`src/rtl/ir_pkg.sv`:
```
// Shared event encodings, FSM states and event field layout for the IR key-event block.
package ir_pkg;

  localparam int EV_CMD_W    = 8;
  localparam int EV_ADDR_W   = 8;
  localparam int EV_TYPE_W   = 2;
  localparam int EV_CMD_LSB  = 0;
  localparam int EV_ADDR_LSB = EV_CMD_LSB + EV_CMD_W;
  localparam int EV_TYPE_LSB = EV_ADDR_LSB + EV_ADDR_W;
  localparam int EV_W        = EV_TYPE_LSB + EV_TYPE_W;
  localparam int KEY_W       = EV_ADDR_W + EV_CMD_W;

  typedef enum logic [1:0] {
    EV_NONE    = 2'b00,
    EV_PRESS   = 2'b01,
    EV_REPEAT  = 2'b10,
    EV_RELEASE = 2'b11
  } ev_type_e;

  typedef enum logic [1:0] {
    IDLE = 2'd0,
    HELD = 2'd1,
    SWAP = 2'd2
  } state_e;

  function automatic logic [EV_W-1:0] mk_event(ev_type_e t, logic [KEY_W-1:0] key);
    return {t, key};
  endfunction

endpackage

```
`src/rtl/ir_event_fifo.sv`:
```
// First-word-fall-through event FIFO; head is forced to zero while empty.
module ir_event_fifo #(
  parameter int DEPTH = 4,
  parameter int W     = 18
) (
  input  logic         clk_i,
  input  logic         rst_i,
  input  logic         push_i,
  input  logic [W-1:0] push_data_i,
  input  logic         pop_i,
  output logic [W-1:0] head_o,
  output logic         full_o,
  output logic         empty_o
);

  localparam int AW = $clog2(DEPTH);

  logic [W-1:0] mem_q [DEPTH];
  logic [AW:0]  wr_ptr_q, rd_ptr_q;
  logic         do_push, do_pop;

  assign empty_o = (wr_ptr_q == rd_ptr_q);
  assign full_o  = (wr_ptr_q[AW] != rd_ptr_q[AW]) &&
                   (wr_ptr_q[AW-1:0] == rd_ptr_q[AW-1:0]);

  // A pop frees the head slot this cycle, so a push while full still lands.
  assign do_pop  = pop_i && !empty_o;
  assign do_push = push_i && (!full_o || do_pop);

  assign head_o = empty_o ? '0 : mem_q[rd_ptr_q[AW-1:0]];

  always_ff @(posedge clk_i) begin
    if (do_push) mem_q[wr_ptr_q[AW-1:0]] <= push_data_i;
  end

  always_ff @(posedge clk_i) begin
    if (rst_i) begin
      wr_ptr_q <= '0;
      rd_ptr_q <= '0;
    end else begin
      if (do_push) wr_ptr_q <= wr_ptr_q + 1'b1;
      if (do_pop)  rd_ptr_q <= rd_ptr_q + 1'b1;
    end
  end

endmodule

```
`src/rtl/ir_key_event.sv`:
```
// NEC frame -> PRESS/REPEAT/RELEASE key events, buffered in a FWFT FIFO.
// Optional build macro IR_ADDR_FILTER_EN restricts accepted frames to DEV_ADDR.
module ir_key_event
  import ir_pkg::*;
#(
  parameter int         RELEASE_DUR = 6000000,
  parameter int         REPEAT_SKIP = 3,
  parameter int         FIFO_DEPTH  = 4,
  parameter logic [7:0] DEV_ADDR    = 8'h00
) (
  input  logic        iCLK,
  input  logic        iRST,
  input  logic [31:0] iDATA,
  input  logic        iDATA_READY,
  output logic [17:0] oEVENT,
  output logic        oEVENT_VALID,
  input  logic        iEVENT_READY,
  output logic        oHELD,
  output logic [7:0]  oDROP_CNT
);

  state_e           state_q;
  logic [31:0]      timer_q;
  logic [KEY_W-1:0] key_q;
  logic [7:0]       skip_q;
  logic [7:0]       drop_q;
  logic             held_q;

  logic             addr_ok, accept, same_key, expire;
  logic [KEY_W-1:0] key_in;
  logic             push, pop, full, empty;
  logic [EV_W-1:0]  push_data;
  logic             unused_ok;

`ifdef IR_ADDR_FILTER_EN
  assign addr_ok = (iDATA[7:0] == DEV_ADDR);
`else
  assign addr_ok = 1'b1;
`endif
  assign unused_ok = ^{iDATA[15:8], DEV_ADDR};

  assign accept   = iDATA_READY && (iDATA[31:24] == ~iDATA[23:16]) && addr_ok;
  assign key_in   = {iDATA[7:0], iDATA[23:16]};
  assign same_key = (key_in == key_q);
  assign expire   = (timer_q == 32'd1);
  assign pop      = !empty && iEVENT_READY;

  always_comb begin
    push      = 1'b0;
    push_data = mk_event(EV_RELEASE, key_q);
    case (state_q)
      IDLE: if (accept) begin
        push      = 1'b1;
        push_data = mk_event(EV_PRESS, key_in);
      end
      HELD: begin
        if (accept) begin
          if (!same_key) begin
            push = 1'b1;
          end else if (skip_q == 8'(REPEAT_SKIP)) begin
            push      = 1'b1;
            push_data = mk_event(EV_REPEAT, key_q);
          end
        end else if (expire) begin
          push = 1'b1;
        end
      end
      SWAP: begin
        push      = 1'b1;
        push_data = mk_event(EV_PRESS, key_q);
      end
      default: ;
    endcase
  end

  always_ff @(posedge iCLK) begin
    if (iRST) begin
      state_q <= IDLE;
      timer_q <= '0;
      key_q   <= '0;
      skip_q  <= '0;
      drop_q  <= '0;
      held_q  <= 1'b0;
    end else begin
      if (push && full && !pop && drop_q != 8'hFF) drop_q <= drop_q + 8'd1;
      case (state_q)
        IDLE: if (accept) begin
          key_q   <= key_in;
          timer_q <= 32'(RELEASE_DUR);
          skip_q  <= '0;
          held_q  <= 1'b1;
          state_q <= HELD;
        end
        HELD: begin
          // A frame landing on the expiry cycle keeps the key held.
          if (accept) begin
            timer_q <= 32'(RELEASE_DUR);
            if (!same_key) begin
              key_q   <= key_in;
              skip_q  <= '0;
              state_q <= SWAP;
            end else if (skip_q == 8'(REPEAT_SKIP)) begin
              skip_q <= '0;
            end else begin
              skip_q <= skip_q + 8'd1;
            end
          end else if (expire) begin
            timer_q <= '0;
            held_q  <= 1'b0;
            state_q <= IDLE;
          end else begin
            timer_q <= timer_q - 32'd1;
          end
        end
        SWAP: state_q <= HELD;
        default: begin
          held_q  <= 1'b0;
          state_q <= IDLE;
        end
      endcase
    end
  end

  ir_event_fifo #(.DEPTH(FIFO_DEPTH), .W(EV_W)) u_fifo (
    .clk_i       (iCLK),
    .rst_i       (iRST),
    .push_i      (push),
    .push_data_i (push_data),
    .pop_i       (pop),
    .head_o      (oEVENT),
    .full_o      (full),
    .empty_o     (empty)
  );

  assign oEVENT_VALID = !empty;
  assign oHELD        = held_q;
  assign oDROP_CNT    = drop_q;

endmodule

```
`config.mk`:
```
export PLATFORM = sky130hd
export DESIGN_NAME = ir_key_event
export DESIGN_NICKNAME = d
export VERILOG_FILES = /design/src/rtl/ir_pkg.sv /design/src/rtl/ir_event_fifo.sv /design/src/rtl/ir_key_event.sv
export SDC_FILE = /design/constraint.sdc
export NUM_CORES = 1
export LEC_CHECK = 0
export ABC_AREA = 1
export CORE_UTILIZATION = 50
export DETAILED_ROUTE_END_ITERATION = 6
export GPL_ROUTABILITY_DRIVEN = 0
export PLACE_DENSITY_LB_ADDON = 0.12
export RECOVER_POWER = 50
export SYNTH_ARGS = -nofsm -noshare
export SYNTH_HDL_FRONTEND = slang
export SYNTH_SLANG_ARGS = --single-unit
```
`constraint.sdc`:
```
create_clock -name iCLK -period 3.8 [get_ports iCLK]
set_input_delay 0.76 -clock iCLK [delete_from_list [all_inputs] [get_ports iCLK]]
set_output_delay 0.76 -clock iCLK [all_outputs]
set_load 0.01 [all_outputs]
```
* Word-level counts from Yosys, hierarchy flattened *
Memory sizes are Yosys's and may differ from the RTL's. A register that Yosys moved wholly into a read port is not among the register bits.
Index checks and enable logic that the tools add are counted.

storage, ports and cells
  memory bits (read-only) = 0
  word-level logic and storage cells = 90
  memories kept = 1
  bits in writable memories = 72
  bits in registers = 73
  bits in latches = 0
  bits of input ports = 36
  output and inout bits = 28

memory list
  name          words  width  rd ports  clocked after memory_dff  write ports  line                 source
  u_fifo.mem_q  4      18     1         1                         1            ir_event_fifo.sv:18  logic [W-1:0] mem_q [DEPTH];

operators by class
  reduce and logical (&&, ||, !) cells = 19
  shift operators = 0
  multiplexer cells = 38
  divide/modulo/power cells = 0
  multipliers = 0
  bitwise operators = 2
  equality and inequality tests = 17
  magnitude comparators = 0
  add/sub/neg operators = 5

operator list
  operator                                              number
  2-to-1 mux 32 bit                                     3
  case mux 32 bit (2 select lines)                      1
  case mux 18 bit (3 select lines)                      1
  2-to-1 mux 17 bit                                     3
  2-to-1 mux 16 bit                                     3
  2-to-1 mux 18 bit                                     2
  equality test 32 x 1 -> 1 bit, second input constant  1
  2-to-1 mux 8 bit                                      4
  case mux 16 bit (2 select lines)                      1
  subtractor 32 x 1 -> 32 bit, second input constant    1
  adder 8 x 1 -> 8 bit, second input constant           2
  equality test 16 bit                                  1
  case mux 8 bit (2 select lines)                       1
  2-to-1 mux 2 bit                                      6
  2-to-1 mux 1 bit                                      10
  inequality test 2 bit, second input constant          5
  equality test 8 x 2 -> 1 bit, second input constant   1
  equality test 8 bit                                   1
  logical AND 1 bit                                     8
  inequality test 8 bit, second input constant          1
  NOT 8 bit                                             1
  AND reduction 4 bit                                   2
  adder 3 x 1 -> 3 bit, second input constant           2
  inequality test 3 bit, second input constant          2
  14 further kinds                                      18

* Logic depth before layout (Yosys ltp) *
Gate-level depths: netlist of the first run.

  depth in word-level cells = 8
  depth in mapped cells = 14
  depth with buffers taken out = 14

* Hierarchy *
A second synthesis of the first run with hierarchy kept.

unflattened totals
  cells, all modules = 897
  area total of the unflattened synthesis = 7513.5 µm²

modules (own cells, without submodules)
  module         area each (µm²)  instances  cells each  sequential area each (µm²)
  ir_key_event   4189.0           1          619         1341.3
  ir_event_fifo  3324.4           1          278         2322.2

* Least setup slack after synthesis of the first run *
Ideal clock, no wire load.

  path type = input -> register
  from = in iDATA_READY
  to = mem u_fifo.mem_q[0][0], enable pin
  library setup time = 393 ps
  stages on the path = 10
  path slack = 794 ps
  path buffers = 1
  arrival = 2613 ps
  required time = 3407 ps
  cells stage by stage = a21boi_0 > nand3_1 > nor2_4 > nand2_4 > nand2_4 > buf_6 > nand3_2 > nand2_2 > nand2_1 > nor2_1

between the ends
  word-level cells in the longest chain between the ends = 6
  elaborated cells between the ends (all ways) = 7
  classes of those cells = mux (5); reduce/logical (2)

RTL lines
  item                                      line                                    source
  start, declared                           ir_key_event.sv:14                      input logic iDATA_READY,
  logical AND 1 bit *                       ir_key_event.sv:42                      assign accept = iDATA_READY && (iDATA[31:24] == ~iDATA[23:16]) && addr_ok;
  2-to-1 mux 1 bit (on tied branches)       ir_key_event.sv:57, ir_key_event.sv:52
  case mux 1 bit (3 select lines) *         ir_key_event.sv:51                      case (state_q)
  logical AND 1 bit *                       ir_event_fifo.sv:28                     assign do_push = push_i && (!full_o || do_pop);
  2-to-1 mux 1 bit *                        ir_event_fifo.sv:33                     if (do_push) mem_q[wr_ptr_q[AW-1:0]] <= push_data_i;
  2-to-1 mux 1 bit (implied by the code) *  ir_event_fifo.sv:33
  end, declared                             ir_event_fifo.sv:18

Mark *: on every way between the ends. The rest lies on a longest branch, timed or not.

==> results of run 1 <==
## layout make-up
type | instances | share of cell area (%)
inverter | 110 | 4.84
sequential | 147 | 42.9
clock inverter | 14 | 1.79
multi-input combinational | 591 | 34.4
tap | 180 | 2.64
clock buffer | 18 | 5.03
timing repair buffer | 71 | 8.36
## Yosys cell counts, drive strengths merged, types with 7 or more instances
master	n	share of area (%)
nand2	175	9.5
nor2	141	7.6
inv	108	5.7
dfxtp	75	21
edfxtp	72	30
o21ai	64	4.6
a21oi	52	3.6
nand3	36	2.7
clkbuf	22	1.2
xor2	21	2.6
nand4	18	1.6
o32ai	18	2.2
nor3	17	1.3
ha	9	1.6
a31oi	7	0.61
buf	7	0.77
o221ai	7	0.85
## per-stage QoR
stage	worst slack, ns	util, %	hold slack [ns]	cells
3_5_place_dp	0.488	57.3	0.472	1099
4_1_cts	0.754	61.5	0.481	1131
3_3_place_gp	0.576	57.3	0.458	1099
6_report	0.597	61.2	0.477	1131
5_1_grt	0.285	61.2	0.503	1131
2_1_floorplan	0.794	-	0.443	877
## flip-flops by register name, indices dropped and copies added (netlist names), 2 cells and up, named ones only
register,flops
u_fifo.mem_q,72
timer_q,32
key_q,16
oDROP_CNT,8
skip_q,8
u_fifo.rd_ptr_q,3
u_fifo.wr_ptr_q,3
state_q,2
## layer usage
metal  vias up  share of wire, %  global-route usage (%)
li1       3050                 -                       -
met4         0               1.7                    8.95
met5         -                 0                       0
met2       164                47                    38.4
met1      2880                47                    31.1
met3        23               4.3                    5.48
## final timing paths
kind	start	end	slack, ns	cells after the start
hold / removal	key_q[15]	key_q[15]	0.48	2
setup / recovery	iRST	timer_q[12]	0.60	7
hold reg to reg	key_q[15]	key_q[15]	0.48	2
setup reg to reg	timer_q[19]	u_fifo.mem_q[0][8]	1.29	12
## kinds of logic (layout without fill, tap and decap cells)
logic type / count (synthesis) / after routing / synth area share, %
and+or+nand+nor: 400 / 400 / 23.8
AOI/OAI and AO/OA: 157 / 157 / 12.9
DFF: 147 / 147 / 51.1
buffers and inverters: 139 / 213 / 7.67
xor gates and xnor gates: 25 / 25 / 3.05
adders and majority gates: 9 / 9 / 1.57
## power breakdown
group / internal (mW) / switching (mW)
registers: 1.75 / 0.0787
clock network: 0.974 / 0.671
logic: 0.691 / 1.09
## worst register-to-register path, cell delays in order (launching register included)
cell	delay [ns]
dfxtp_1	0.37
nor2_1	0.17
inv_1	0.07
nor3_1	0.33
nand2_1	0.09
nor2_1	0.13
nand2_2	0.12
nand2_1	0.10
nand3_2	0.08
nand2_1	0.12
nand2_1	0.17
nor2_1	0.23
buf_12	0.21
==> metrics, run 1 <==
outcome=finished clean; syn_area_per_cell=8.18 um^2; CP delay by family, top=buffers and inverters; Post-Synthesis Cells=877; Leak=3.49 nW; most frequent cells in the layout=172 x nand2_1, 138 x nor2_1, 107 x inv_1; share of layout cells above drive strength 1=6.20%; chip width=122 um; final setup vio count=0; max incr delay on CP=0.83 ns; max cap viols=0; CTS Root Cell=clkbuf_16; CTS max path bufs=2; I/O pin count=64; Worst setup SP type=input port; Most common cell on crit path=inv_1; CP required=4.10 ns; clock transition at the registers of the reported paths=0.06 ns; crit path cell chain=dlygate4sd3_1 -> clkbuf_1 -> inv_1 -> o21ai_4 -> inv_1 -> o21ai_0 -> a21oi_1; VDD IR-drop max=0.386 mV; number of synthesized register bits=147; Tot GR Track Use=23.8%; Initial Util=51.5%; RSZ-0062 raised after global routing=false; dpl cell area=7980 um^2; Final Max Slew Viols=0; Hold WC Path Type=reg2reg; Avg WL per Cell=14.6 um; first-pass GRT wire length=27400 um; latest clock arrival within the worst-skew pair=0.42 ns; pin count of the biggest net entering global routing=37; Tcrit/Tclk final=84.3%; DRC violations left=0; fin nets=983; Fin. Hold Viols=0; initial antenna violation count=0; Area Growth Syn to Fin=19.0%; total grt overflow=0; Total Power Consumption=5.26 mW; TritonRoute pass-1 iters=5; final wirelength=16500 um; highest-delay cell along the critical path=clkbuf_1; FMAX=312 MHz; clock sink count=147; CTS tree=done; Via density=5.41; Hold-fix buffers, CTS=0; Synth Cell Area=7170 um^2; Std-Cell Rows=43; CP Max Fanout=25; Arr. time, crit path=3.50 ns; Buffers on Ports=55; design area=8530 um^2; Power Density=616 nW/um^2; Post-CTS Setup Bufs=0; Worst Setup End Kind=flop; synth warn=0; Resized Gates After CTS=0; DP Wirelength=11100 um; commonest non-fill, non-tap cell in the layout=nand2_1; vias in the first global route=5727; area of the multi-input gates=2940 um^2; WS Path Type=in2reg; register area=3660 um^2; register area share after synthesis=51.1%; normalized max-slew margin=24.8%; ys flop type=dfxtp_1; setup TNS=0 ns; WP buf/inv=4; Netlist cell types=40; H-tree level count=4; FFs w/ async S/R, synth=0%; Core Region=13900 um^2; Iteration-0 DRC Markers=572; total CTS buffers=17; Worst Skew=0.00732 ns; Final min period=3.20 ns; syn_nets=922; Antenna diodes=0; chip height=122 um; Post-synth EDFFs=72; die outline area=14800 um^2; # fillers=1200; Slew @ Worst Pin=1.13 ns; Via Count=6117; antenna viol nets, final=0
No activity file was read; power rests on OpenSTA's default activity.
==> run 2: changes to the inputs <==
clock period = 2.9 ns   (was 3.8 ns; I/O delays follow)
==> run 2 against run 1 <==
Effect of this change: critical path depth unchanged; clock power grew 42%; via count is 1.4% higher; first-iteration DRC count shrank 8.0%; setup slack got worse by 0.46 ns; clock-buffer cell count is the same; largest cell class unchanged; sequential share of layout area down 1.2 points; die area is the same; highest routed layer unchanged.
==> metrics, run 2 (synthesized netlist as in run 1, its figures left out) <==
latest clock arrival within the worst-skew pair=0.43 ns (was 0.42 ns); CTS tree=done (unchanged); DRC violations left=0 (unchanged); Hold WC Path Type=reg2reg (unchanged); chip width=122 um (unchanged); commonest non-fill, non-tap cell in the layout=nand2_1 (unchanged); max reg flops=72 (unchanged); share of layout cells above drive strength 1=8.19% (was 6.20%); met2 WL post-DR=7900 um (was 7830 um); CP Max Fanout=32 (was 25); final setup vio count=0 (unchanged); CTS max path bufs=2 (unchanged); CTS Root Cell=clkbuf_16 (unchanged); Core Region=13900 um^2 (unchanged); Worst setup SP type=flop (was input port); PnR worst setup slack=0.140 ns (was 0.597 ns); VDD IR-drop max=0.485 mV (was 0.386 mV); max incr delay on CP=0.46 ns (was 0.83 ns); placed cells=1125 (was 1099); I/O pin count=64 (unchanged); Post-CTS Setup Bufs=0 (unchanged); Buffers on Ports=55 (unchanged); WHS=0.476 ns (was 0.477 ns); pre-CTS WS=-0.0135 ns (was 0.488 ns); Worst Skew=0.00812 ns (was 0.00732 ns); # fillers=1188 (was 1200); CP delay by family, top=buffers and inverters (unchanged); Hold-fix buffers, CTS=0 (unchanged); Tot GR Track Use=23.9% (was 23.8%); met3 wire len=627 um (was 706 um); dpl cell area=8200 um^2 (was 7980 um^2); CP required=2.32 ns (was 4.10 ns); Std-Cell Rows=43 (unchanged); Final min period=2.76 ns; Leak=3.60 nW (was 3.49 nW); Via density=5.36 (was 5.41); Fin. Hold Viols=0 (unchanged); Antenna diodes=0 (unchanged); WP buf/inv=4 (unchanged); Initial Util=51.5% (unchanged); Area Growth Syn to Fin=22.4% (was 19.0%); Top Layer Used=met4 (unchanged); Layout Cells excl Fill=1157 (was 1131); initial antenna violation count=0 (unchanged); final wirelength=16600 um (was 16500 um); DP Wirelength=11600 um (was 11100 um); antenna viol nets, final=0 (unchanged); Worst Setup End Kind=output pin (was flop); first-pass GRT wire length=27500 um (was 27400 um); Final Max Slew Viols=0 (unchanged); chip height=122 um (unchanged); Tcrit/Tclk final=95.2%; FMAX=362 MHz; TritonRoute pass-1 iters=6 (was 5); vias in the first global route=5734 (was 5727); total CTS buffers=17 (unchanged); pin count of the biggest net entering global routing=37 (unchanged); clock transition at the registers of the reported paths=0.06 ns (about the same); Slew @ Worst Pin=0.504 ns (was 1.13 ns); Iteration-0 DRC Markers=526 (was 572); register area=3660 um^2 (about the same); setup TNS=0 ns (unchanged); WS Path Type=reg2out (was in2reg); die outline area=14800 um^2 (unchanged); Via Count=6203 (was 6117); H-tree level count=4 (unchanged); design area=8780 um^2 (was 8530 um^2); normalized max-slew margin=66.4% (was 24.8%); highest-delay cell along the critical path=clkdlybuf4s50_1 (was clkbuf_1); wl on met1=7700 um (was 7710 um); crit path cell chain=clkinv_1 -> buf_12 -> nor2_1 -> o32ai_2 -> nand2_1 -> inv_1 -> clkdlybuf4s50_1 (was dlygate4sd3_1 -> clkbuf_1 -> inv_1 -> o21ai_4 -> inv_1 -> o21ai_0 -> a21oi_1); clock sink count=147 (unchanged); total grt overflow=0 (unchanged); outcome=finished clean (unchanged); most frequent cells in the layout=170 x nand2_1, 138 x nor2_1, 105 x inv_1 (was 172 x nand2_1, 138 x nor2_1, 107 x inv_1); Arr. time, crit path=2.18 ns (was 3.50 ns); max cap viols=0 (unchanged); fin nets=1009 (was 983); RSZ-0062 raised after global routing=false (unchanged); Avg WL per Cell=14.3 um (was 14.6 um); area of the multi-input gates=2960 um^2 (was 2940 um^2); Power Density=812 nW/um^2 (was 616 nW/um^2)
==> run 2: metal layers <==
metal | vias to the layer above | track usage, %
met5 | - | 0
met4 | 0 | 9.18
met3 | 28 | 4.59
met2 | 137 | 38.7
met1 | 2924 | 31.6
li1 | 3114 | -
==> run 2: final cells by class <==
class	count	area share [%]
flip-flops and latches	147	41.7
clock inverters	14	2.32
repair buffers	97	10.1
inverters	110	4.70
well taps	180	2.56
clock buffers	18	4.89
multi-input cells	591	33.7
==> run 2: path summary, 6_finish.rpt <==
path | slack, ns | depth (start not counted) | end | startpoint
max reg2reg | 0.56 | 11 | u_fifo.mem_q[1][12] | timer_q[15]
min | 0.48 | 2 | key_q[15] | key_q[15]
max | 0.14 | 7 | oEVENT[2] | flop
min reg2reg | 0.48 | 2 | key_q[15] | key_q[15]
==> run 2: worst min-delay path, stage by stage (launching register included) <==
cell and delay (ns):
dfxtp_1 0.33, inv_1 0.05, a21oi_1 0.05
==> run 2: where the power goes <==
part	internal, mW	switching (mW)
Clock	1.45	0.880
Combinational	0.957	1.43
Sequential	2.30	0.113
Total	4.71	2.43
==> run 2: per-stage QoR <==
step / utilization, % / power [mW]
2_1_floorplan: - / 3.97
3_3_place_gp: 58.9 / 4.78
3_5_place_dp: 58.9 / 4.82
4_1_cts: 63.4 / 7.16
5_1_grt: 63.0 / 7.55
6_report: 63.0 / 7.13
==> run 2: what timing repair did <==
item	in CTS	in global routing
endpoints found under the hold margin	0	0
endpoints found under the setup margin	0	15
resized for setup	0	2
